--- config.mk ---
export PLATFORM = sky130hd
export DESIGN_NAME = dmem_access
export DESIGN_NICKNAME = d
export VERILOG_FILES = /design/src/rtl/dmem_access_pkg.sv /design/src/rtl/dmem_access_mem_load_ext.sv /design/src/rtl/dmem_access.sv
export SDC_FILE = /design/constraint.sdc
export NUM_CORES = 1
export LEC_CHECK = 0
export ABC_AREA = 1
export BUFFER_PORTS_ARGS = -buffer_cell sky130_fd_sc_hd__buf_2
export CAP_MARGIN = 30
export CELL_PAD_IN_SITES_DETAIL_PLACEMENT = 1
export CELL_PAD_IN_SITES_GLOBAL_PLACEMENT = 1
export CORE_MARGIN = 2
export CORE_UTILIZATION = 44
export DETAILED_ROUTE_END_ITERATION = 8
export GPL_TIMING_DRIVEN = 0
export MAX_ROUTING_LAYER = met4
export PLACE_DENSITY_LB_ADDON = 0.1
export SLEW_MARGIN = 20
export SYNTH_ARGS = -nofsm -noshare
export SYNTH_HDL_FRONTEND = slang
export SYNTH_SLANG_ARGS = --single-unit
--- constraint.sdc ---
create_clock -name clk -period 7.1 [get_ports clk]
set_input_delay 0.355 -clock clk [delete_from_list [all_inputs] [get_ports clk]]
set_output_delay 0.355 -clock clk [all_outputs]
set_load 0.005 [all_outputs]
--- src/rtl/dmem_access_pkg.sv ---
// Shared types and helpers for the data-memory access unit.
package dmem_access_pkg;

    // Byte-address width of the data RAM bus
    localparam int unsigned DATA_RAM_ADDR_W = 17;
    localparam int unsigned XLEN            = 32;

    // Access size encodings (2'b11 is treated as a word)
    typedef enum logic [1:0] {
        SZ_BYTE     = 2'b00,
        SZ_HALF     = 2'b01,
        SZ_WORD     = 2'b10,
        SZ_WORD_ALT = 2'b11
    } size_e;

    typedef enum logic [1:0] {
        ST_IDLE  = 2'b00,
        ST_ISSUE = 2'b01,
        ST_WAIT  = 2'b10,
        ST_DONE  = 2'b11
    } state_e;

    // Request fields latched in IDLE (address is kept separately at RAM width)
    typedef struct packed {
        logic            we;
        logic [1:0]      size;
        logic            sext;
        logic [XLEN-1:0] wdata;
    } dmem_req_t;

    // Number of byte transfers for a given size
    function automatic logic [2:0] size_nbytes(input logic [1:0] size);
        logic [2:0] n;
        case (size)
            SZ_BYTE: n = 3'd1;
            SZ_HALF: n = 3'd2;
            default: n = 3'd4;
        endcase
        return n;
    endfunction

    // Half needs addr[0]=0, word (incl. 2'b11) needs addr[1:0]=0
    function automatic logic is_misaligned(input logic [1:0] size, input logic [1:0] addr_lo);
        return ((size == SZ_HALF) && addr_lo[0]) || (size[1] && (addr_lo != 2'b00));
    endfunction

endpackage

--- src/rtl/dmem_access_mem_load_ext.sv ---
// Sign/zero extension of assembled load bytes to 32 bits.
module mem_load_ext
    import dmem_access_pkg::*;
(
    input  logic [XLEN-1:0] buf_i,
    input  logic [1:0]      size_i,
    input  logic            sext_i,
    output logic [XLEN-1:0] data_o
);

    // Extend from bit 7 (byte) or bit 15 (half); words pass through
    always_comb begin
        data_o = buf_i;
        case (size_i)
            SZ_BYTE: data_o = {{24{sext_i & buf_i[7]}},  buf_i[7:0]};
            SZ_HALF: data_o = {{16{sext_i & buf_i[15]}}, buf_i[15:0]};
            default: data_o = buf_i;
        endcase
    end

endmodule

--- src/rtl/dmem_access.sv ---
// Data-memory access unit: serialises one load/store into byte transfers
// on a byte-wide synchronous RAM and stalls the pipeline until complete.
module dmem_access
    import dmem_access_pkg::*;
#(
    parameter int unsigned ADDR_W = DATA_RAM_ADDR_W
) (
    input  logic              clk,
    input  logic              rst,
    input  logic              req_i,
    input  logic              we_i,
    input  logic [1:0]        size_i,
    input  logic              sext_i,
    input  logic [31:0]       addr_i,
    input  logic [31:0]       wdata_i,
    output logic [31:0]       rdata_o,
    output logic              done_o,
    output logic              misalign_o,
    output logic              stallreq_o,
    output logic [ADDR_W-1:0] ram_addr_o,
    output logic [7:0]        ram_dout_o,
    output logic              ram_we_o,
    input  logic [7:0]        ram_din_i
);

    state_e            state_q,    state_d;
    logic [1:0]        cnt_q,      cnt_d;
    logic [2:0]        nbytes_q,   nbytes_d;
    dmem_req_t         req_q,      req_d;
    logic [ADDR_W-1:0] addr_q,     addr_d;
    logic [31:0]       buf_q,      buf_d;
    logic [31:0]       rdata_q,    rdata_d;
    logic              done_q,     done_d;
    logic              misalign_q, misalign_d;
    logic [ADDR_W-1:0] ram_addr_q, ram_addr_d;
    logic [7:0]        ram_dout_q, ram_dout_d;
    logic              ram_we_q,   ram_we_d;
    logic [31:0]       ext_data;
    logic              unused_addr_hi;

    // Address bits above the RAM width do not participate
    assign unused_addr_hi = ^addr_i[31:ADDR_W];

    // Load byte assembly: byte for the previous cnt arrives during ISSUE,
    // the final byte arrives during WAIT
    always_comb begin
        buf_d = buf_q;
        if (state_q == ST_IDLE && req_i) begin
            buf_d = '0;
        end else if (state_q == ST_ISSUE && !req_q.we && cnt_q != 2'd0) begin
            buf_d[{cnt_q - 2'd1, 3'b000} +: 8] = ram_din_i;
        end else if (state_q == ST_WAIT) begin
            buf_d[{nbytes_q[1:0] - 2'd1, 3'b000} +: 8] = ram_din_i;
        end
    end

    mem_load_ext u_load_ext (
        .buf_i  (buf_d),
        .size_i (req_q.size),
        .sext_i (req_q.sext),
        .data_o (ext_data)
    );

    // Next-state and next-output logic; outputs are registered from *_d
    always_comb begin
        state_d    = state_q;
        cnt_d      = cnt_q;
        nbytes_d   = nbytes_q;
        req_d      = req_q;
        addr_d     = addr_q;
        rdata_d    = '0;
        done_d     = 1'b0;
        misalign_d = 1'b0;
        ram_addr_d = ram_addr_q;
        ram_dout_d = ram_dout_q;
        ram_we_d   = 1'b0;

        unique case (state_q)
            ST_IDLE: begin
                if (req_i) begin
                    req_d    = '{we: we_i, size: size_i, sext: sext_i, wdata: wdata_i};
                    addr_d   = addr_i[ADDR_W-1:0];
                    cnt_d    = 2'd0;
                    nbytes_d = size_nbytes(size_i);
                    if (is_misaligned(size_i, addr_i[1:0])) begin
                        state_d    = ST_DONE;
                        done_d     = 1'b1;
                        misalign_d = 1'b1;
                    end else begin
                        state_d    = ST_ISSUE;
                        ram_addr_d = addr_i[ADDR_W-1:0];
                        ram_we_d   = we_i;
                        ram_dout_d = wdata_i[7:0];
                    end
                end
            end
            ST_ISSUE: begin
                if ({1'b0, cnt_q} == nbytes_q - 3'd1) begin
                    if (req_q.we) begin
                        state_d = ST_DONE;
                        done_d  = 1'b1;
                    end else begin
                        state_d = ST_WAIT;
                    end
                end else begin
                    cnt_d      = cnt_q + 2'd1;
                    ram_addr_d = addr_q + ADDR_W'(cnt_d);
                    ram_we_d   = req_q.we;
                    ram_dout_d = req_q.wdata[{cnt_d, 3'b000} +: 8];
                end
            end
            ST_WAIT: begin
                state_d = ST_DONE;
                done_d  = 1'b1;
                rdata_d = ext_data;
            end
            ST_DONE: begin
                state_d = ST_IDLE;
            end
            default: begin
                state_d = ST_IDLE;
            end
        endcase
    end

    // State and registered outputs; reset aborts any access in flight
    always_ff @(posedge clk or negedge rst) begin
        if (!rst) begin
            state_q    <= ST_IDLE;
            cnt_q      <= 2'd0;
            nbytes_q   <= 3'd0;
            req_q      <= '0;
            addr_q     <= '0;
            buf_q      <= '0;
            rdata_q    <= '0;
            done_q     <= 1'b0;
            misalign_q <= 1'b0;
            ram_addr_q <= '0;
            ram_dout_q <= '0;
            ram_we_q   <= 1'b0;
        end else begin
            state_q    <= state_d;
            cnt_q      <= cnt_d;
            nbytes_q   <= nbytes_d;
            req_q      <= req_d;
            addr_q     <= addr_d;
            buf_q      <= buf_d;
            rdata_q    <= rdata_d;
            done_q     <= done_d;
            misalign_q <= misalign_d;
            ram_addr_q <= ram_addr_d;
            ram_dout_q <= ram_dout_d;
            ram_we_q   <= ram_we_d;
        end
    end

    // The IDLE term must react to req_i in the same cycle
    assign stallreq_o = (state_q == ST_IDLE && req_i) || (state_q == ST_ISSUE) || (state_q == ST_WAIT);

    assign rdata_o    = rdata_q;
    assign done_o     = done_q;
    assign misalign_o = misalign_q;
    assign ram_addr_o = ram_addr_q;
    assign ram_dout_o = ram_dout_q;
    assign ram_we_o   = ram_we_q;

endmodule

==> results.md, run 1 <==
- Ratio of cells with drive above 1 in the final layout: ~17%
- Clk sinks: 152
- Minimum clock period: just over 3000 ps
- Unrepaired setup endpoints after global routing: no
- Post-Synthesis Net Count: about 1100
- TritonRoute pass-1 iters: 5
- CP Capture Type: primary output
- Post-Syn Instances: between 900 and 1000
- Sequential power share: approximately a third
- Critical-path cell list: inv_1 > ha_1 > nand2_1 > clkbuf_1 > buf_1 > nand3_1 > buf_2
- Commonest cells after routing, fill and taps aside: nand2_1 (351), dfrtp_1 (152), buf_2 (134), inv_1 (83), o21ai_0 (74)
- Vias: 7356
- CP top delay family: buffers and inverters
- DP Area: just under 9000 um^2
- R2R Path End: ram_addr_o[8]$_DFFE_PN0P_
- Power Density: roughly 460 nW/um^2
- Async SR Flop Fraction: 100.0%
- Slew Viols, Final: 0
- Final-report hold violation count: 0
- Post-CTS sizing: 0
- Avg Cell Area, Syn: 7.776 um^2
- Design area: around 9300 um^2
- Initial antenna violation count: 1
- Hold Path Stages: 3
- Post-synth EDFFs: 0
- Most common cell after layout, fill and taps aside: nand2_1
- Die Width: around 140 um
- H-tree depth: 4
- Worst hold slack: roughly 120 ps
- Filler Cell Count: between 2000 and 2500
- Worst rel slew slack: between 50% and 60%
- Via/cell ratio: 5.342
- Gr ovfl total: 0
- Total power: 4.286 mW
- Core Footprint: around 17000 um^2
- Net switching power: approximately 1.8 mW
- CP Max Fanout: 10
- Fmax: about 0.32 GHz
- R2R cell count: 12
- Fin crit share: 43.41%
- Setup slack, reg-to-reg: 4300 ps
- Starting Density: roughly 45%
- Run status: complete, no violations
- Clock Latency Late Sink: 430 ps
- FP Rows: 48
- Die Area: between 15000 and 20000 um^2
- Leakage: 5.094 nW
- Hold Crit Class: in -> reg
- Final #Nets: 1234
- Setup TNS Final: 0 ps
- Hold path startpoint: wdata_i[22]
- Final ANT Viol Nets: 0
- CTS root buffer: clkbuf_16
- IO Pins: 140
- Clk network pwr share: ~24%
- Die height: about 140 um
- CP Class: reg -> out
- Top cells by area, synth: dfrtp_1 (49%), nand2_1 (17%), o21ai_0 (4.8%), inv_1 (4.0%), nor2_1 (3.5%)
- Switching portion of total power: roughly 43%
- Reg2reg start: cnt_q[0]$_DFFE_PN0P_
- CP arrival: between 2000 and 3000 ps
- Detailed Route WL: roughly 25 mm
- DP Wirelength: between 15 and 20 mm
- GP Congestion: ~0.83
- Clock slew at reported path FFs: 60 ps
- CP Launch Type: flop
- Cell variety after synth: 37
- Setup violators final: 0
- Number of global-route vias before repair: 7709
- Final core occ: a little over half
- Max_cap viols: 0
- Yosys reg bits: ~150
- Area growth, synth to finish: 20.84%
- GRT Total Usage: 28.82%
- Worst Hold End: req_q[22]$_DFFE_PN0P_
- CTS tree: built
- DRC Markers: 0
- First-pass GRT wire length: 40.08 mm
- Worst slew pin tran: between 600 and 700 ps
- Yosys warnings: 0
- Logic pwr share: between 40% and 50%
- Largest stage delay, worst path: about 540 ps
- Bufs and invs on worst path: 4
- Slowest library cell on the worst path: clkbuf_1
- Fraction of post-synthesis cell area in the top cell type by area: between 40% and 50%
- Internal power: ~2.5 mW
- 1st-iter DRT viols: approximately 470
- Worst Path Required: 6740 ps
- Port Buffers: about 120
- Main synth FF type: dfrtp_1
- Post-DR wirelength/cell: approximately 18 um
- Peak VDD IR: between 200 and 250 uV
- Synth Cell Area: between 7000 and 8000 um^2
- Inserted Clock Buffers: 17
- Clock Skew: ~10 ps
- Maximum clock path buffer count: 2
- Post-synthesis sequential area ratio: around half
- Biggest area consumer among synthesized cells: dfrtp_1
- Largest net degree at the start of global routing: about 90
==> Yosys cell counts, types with 4 or more instances <==
master / count
nor2_1: 72
buf_4: 4
buf_2: 11
a31oi_1: 7
nand3_1: 51
nand2_1: 351
nor2_2: 13
nand2_2: 5
nor3_1: 10
o21bai_1: 8
nand4_1: 24
o21ai_0: 74
a221oi_1: 7
a21oi_1: 44
xor2_1: 4
clkbuf_1: 15
buf_1: 8
ha_1: 16
dfrtp_1: 152
inv_1: 83
o21ai_1: 4
o211ai_1: 6
==> worst max-delay path by stage <==
stage,from,to,cells past startpoint
2_1_floorplan,cnt_q[0]$_DFFE_PN0P_,ram_addr_o[8]$_DFFE_PN0P_,12
3_3_place_gp,rst,ram_addr_o[9]$_DFFE_PN0P_,1
3_5_place_dp,cnt_q[0]$_DFFE_PN0P_,ram_addr_o[8]$_DFFE_PN0P_,12
4_1_cts,state_q[0]$_DFFE_PN0P_,stallreq_o,7
5_1_grt,state_q[0]$_DFFE_PN0P_,stallreq_o,7
6_report,state_q[0]$_DFFE_PN0P_,stallreq_o,7
==> through the flow <==
| stage | worst slack (ps) | std cells |
|---|---|---|
| after floorplan | 4728 | 993 |
| after global placement | 3297 | 1342 |
| after detailed placement | 4295 | 1343 |
| after CTS | 3982 | 1376 |
| after global routing | 3837 | 1377 |
| final | 4018 | 1377 |
==> logic make-up after synthesis <==
| group | synth area share [%] |
|---|---|
| XOR/XNOR | 0.7941 |
| AND/OR/NAND/NOR | 29.54 |
| adder cells (fa/ha/maj) | 2.852 |
| AO/OA/AOI/OAI | 10.91 |
| flip-flops | 49.26 |
| buffers and inverters | 6.644 |
==> worst min-delay path, delay by kind of cell <==
kind / cells / cell delay (ps)
simple gates: 2 / 90
buf+inv: 1 / 80
==> power groups by stage <==
stage          Clock, mW  Sequential (mW)  Combinational, mW
6_report            1.04             1.41               1.84
5_1_grt             1.08             1.44               2.10
4_1_cts             1.05             1.40               1.86
3_5_place_dp           0             1.41               1.83
3_3_place_gp           0             1.40               1.77
2_1_floorplan          0             1.38               1.20
==> routing by layer <==
metal | GRT usage, % | part of all wire [%]
met1 | 35.17 | 43
met2 | 49.08 | 51
met3 | 4.996 | 3.7
met4 | 8.218 | 2.0
met5 | - | 0
==> final cells by class <==
class | instances | area, um^2 | area share, %
Sequential cell | 152 | 3804 | 40.77
Clock buffer | 21 | 440.4 | 4.720
Buffer | 39 | 182.7 | 1.958
Inverter | 88 | 330.3 | 3.540
Tap cell | 225 | 281.5 | 3.017
Timing Repair Buffer | 126 | 668.1 | 7.161
Antenna cell | 1 | 2.502 | 0.02682
Multi-Input combinational cell | 714 | 3405 | 36.49
Clock inverter | 11 | 216.5 | 2.320
==> sequential cells by signal (all words and copies together), names as in the netlist <==
signal      cells
req_q          36
state_q         2
ram_addr_o     17
rdata_o        32
ram_dout_o      8
addr_q         17
ram_we_o        1
cnt_q           2
done_o          1
misalign_o      1
buf_q          32
nbytes_q        3
==> repair_timing <==
item,4_1_cts,5_1_grt
hold buffers,1,0
endpoints found under the hold margin,64,0
buffers inserted,0,0
(Power assumes the default switching activity.)
==> run 2, diff against run 1 <==
Settings changed: CORE_UTILIZATION 44 to 41.
Clock period 7.1 ns to 3.1 ns, I/O delays scaled along.
==> results.md, run 2 (synthesized netlist as in run 1, its figures left out) <==
- Run status: complete, no violations
- Largest net degree at the start of global routing: 87 (-2.2%)
- First-pass GRT wire length: 40.83 mm (+1.9%)
- Final ANT Viol Nets: 0 (unchanged)
- H-tree depth: 4 (unchanged)
- Worst slew pin tran: 690.5 ps (+20.34 ps)
- Detailed Route WL: 24.95 mm (+0.68%)
- Hold Crit Class: in -> reg
- Multi-input combinational cell area: 3405 um^2 (unchanged)
- Final-report hold violation count: 0 (unchanged)
- Most flop-heavy register: req_q
- Maximum clock path buffer count: 2 (unchanged)
- Area growth, synth to finish: 25.78%
- Die height: 141.2 um (+3.5%)
- Starting Density: 41.56% (-3.2 points)
- CP Launch Type: flop
- Port Buffers: 124 (unchanged)
- Fmax: roughly 0.34 GHz
- Clock Latency Late Sink: 430 ps (about the same)
- Filler Cell Count: 2328 (+6.6%)
- Cell Count Post-Placement: 1352 (+0.67%)
- Inserted Clock Buffers: 17 (unchanged)
- CTS root buffer: clkbuf_16
- Clock Skew: 8.026 ps (-2.341 ps)
- Gr ovfl total: 0 (unchanged)
- Die Area: 19950 um^2 (+7.1%)
- Core Footprint: 18580 um^2 (+7.8%)
- Max_cap viols: 0 (unchanged)
- Finished Layout Cells: 1424 (+3.4%)
- Leakage: 5.246 nW (+3.0%)
- Design area: 9712 um^2 (+4.1%)
- Initial antenna violation count: 1 (unchanged)
- GRT Total Usage: 27.00% (-1.8 points)
- CP Max Fanout: 10 (unchanged)
- 1st-iter DRT viols: 393 (-17%)
- CP arrival: 2770 ps (+40 ps)
- Clock slew at reported path FFs: 60 ps (about the same)
- Number of global-route vias before repair: 7789 (+1.0%)
- CTS tree: built
- CP Class: reg -> out
- Bufs and invs on worst path: 4 (unchanged)
- Register area: 3804 um^2 (unchanged)
- Setup violators final: 0 (unchanged)
- Slowest library cell on the worst path: clkbuf_1
- CP top delay family: buffers and inverters
- Worst Path Required: 2940 ps (-3800 ps)
- Slew Viols, Final: 0 (unchanged)
- DP Area: 8672 um^2 (+0.13%)
- Post-DR wirelength/cell: 17.52 um (-2.6%)
- Setup TNS Final: 0 ps (unchanged)
- CP Capture Type: primary output
- GP Congestion: 0.8667 (+3.9%)
- Max reg flops: 36 (unchanged)
- DP Wirelength: 17.74 mm (-0.31%)
- TritonRoute pass-1 iters: 5 (unchanged)
- Critical-path cell list: inv_1 > ha_1 > nand2_1 > clkbuf_1 > buf_1 > nand3_1 > buf_2
- IO Pins: 140 (unchanged)
- Commonest cells after routing, fill and taps aside: nand2_1 (351), dfrtp_1 (152), buf_2 (134), inv_1 (83), o21ai_0 (74)
- DRC Markers: 0 (unchanged)
- Vias: 7348 (-0.11%)
- Peak VDD IR: 481.6 uV (+95%)
- Worst rel slew slack: 53.96% (-1.4 points)
- Final #Nets: 1272 (+3.1%)
- Fin crit share: around 94%
- Most common cell after layout, fill and taps aside: nand2_1
- Clk sinks: 152 (unchanged)
- Total setup buffers inserted after CTS: 0 (unchanged)
- Via/cell ratio: 5.160 (-3.4%)
- Largest stage delay, worst path: 560 ps (+20 ps)
- FP Rows: 50 (+4.2%)
- Die Width: 141.2 um (+3.5%)
- Minimum clock period: around 3000 ps
- Unrepaired setup endpoints after global routing: no
- Ratio of cells with drive above 1 in the final layout: 17.16% (-0.22 points)
- Power Density: 1003 nW/um^2 (+120%)
==> run 2: routing by layer <==
layer	part of all wire (%)	vias to the layer above	track usage (%)	routed length, um
met1	44	3584	33.63	11020
met3	3.8	26	4.382	936
li1	-	3565	-	-
met5	0	-	-	0
met4	1.7	0	6.474	414
met2	50	173	46.19	12570
==> run 2: final timing paths <==
path	slack, ps	end	cells after the start	from
min in group asynchronous	280	rdata_o[2]$_DFF_PN0_	2	rst
hold / removal	10	req_q[0]$_DFFE_PN0P_	3	wdata_i[0]
setup reg to reg	390	ram_addr_o[8]$_DFFE_PN0P_	12	cnt_q[0]$_DFFE_PN0P_
max in group asynchronous	2010	req_q[16]$_DFFE_PN0P_	3	rst
setup / recovery	180	stallreq_o	7	state_q[0]$_DFFE_PN0P_
hold reg to reg	480	ram_addr_o[6]$_DFFE_PN0P_	2	ram_addr_o[6]$_DFFE_PN0P_
==> run 2: where the power goes <==
group	leakage [nW]	internal (mW)	total, mW	switching (mW)
combinational	2.96	1.41	4.25	2.84
sequential	1.97	2.74	3.22	0.483
clock	0.314	1.40	2.27	0.872
==> run 2: metrics by stage <==
stage / total power, mW / setup WS [ps] / hold slack (ps) / utilization [%]
detailed placement: 7.431 / 369.2 / 150.2 / 46.67
global route: 10.52 / 21.80 / 14.47 / 52.27
CTS: 9.822 / 193.2 / 0.8676 / 52.26
floorplan: 5.899 / 727.6 / -140.6 / -
finish: 9.743 / 176.5 / 11.74 / 52.27
global placement: 7.304 / -515.0 / 349.9 / 46.47
==> run 2: worst min-delay path, stage by stage <==
cell	delay [ps]
buf_2	100
inv_1	60
o21ai_0	80
==> run 2: cell type report <==
cell class / instances / share of cell area [%]
flip-flops and latches: 152 / 39.17
multi-input cells: 714 / 35.06
repair buffers: 164 / 10.80
clock buffers: 19 / 4.664
inverters: 88 / 3.401
well taps: 234 / 3.015
clock inverters: 13 / 1.997
plain buffers: 39 / 1.881
diodes: 1 / 0.02577
==> run 2: repair_timing <==
action	in CTS	in global routing
endpoints found under the hold margin	104	0
hold buffers	39	0
gates resized for setup	0	0
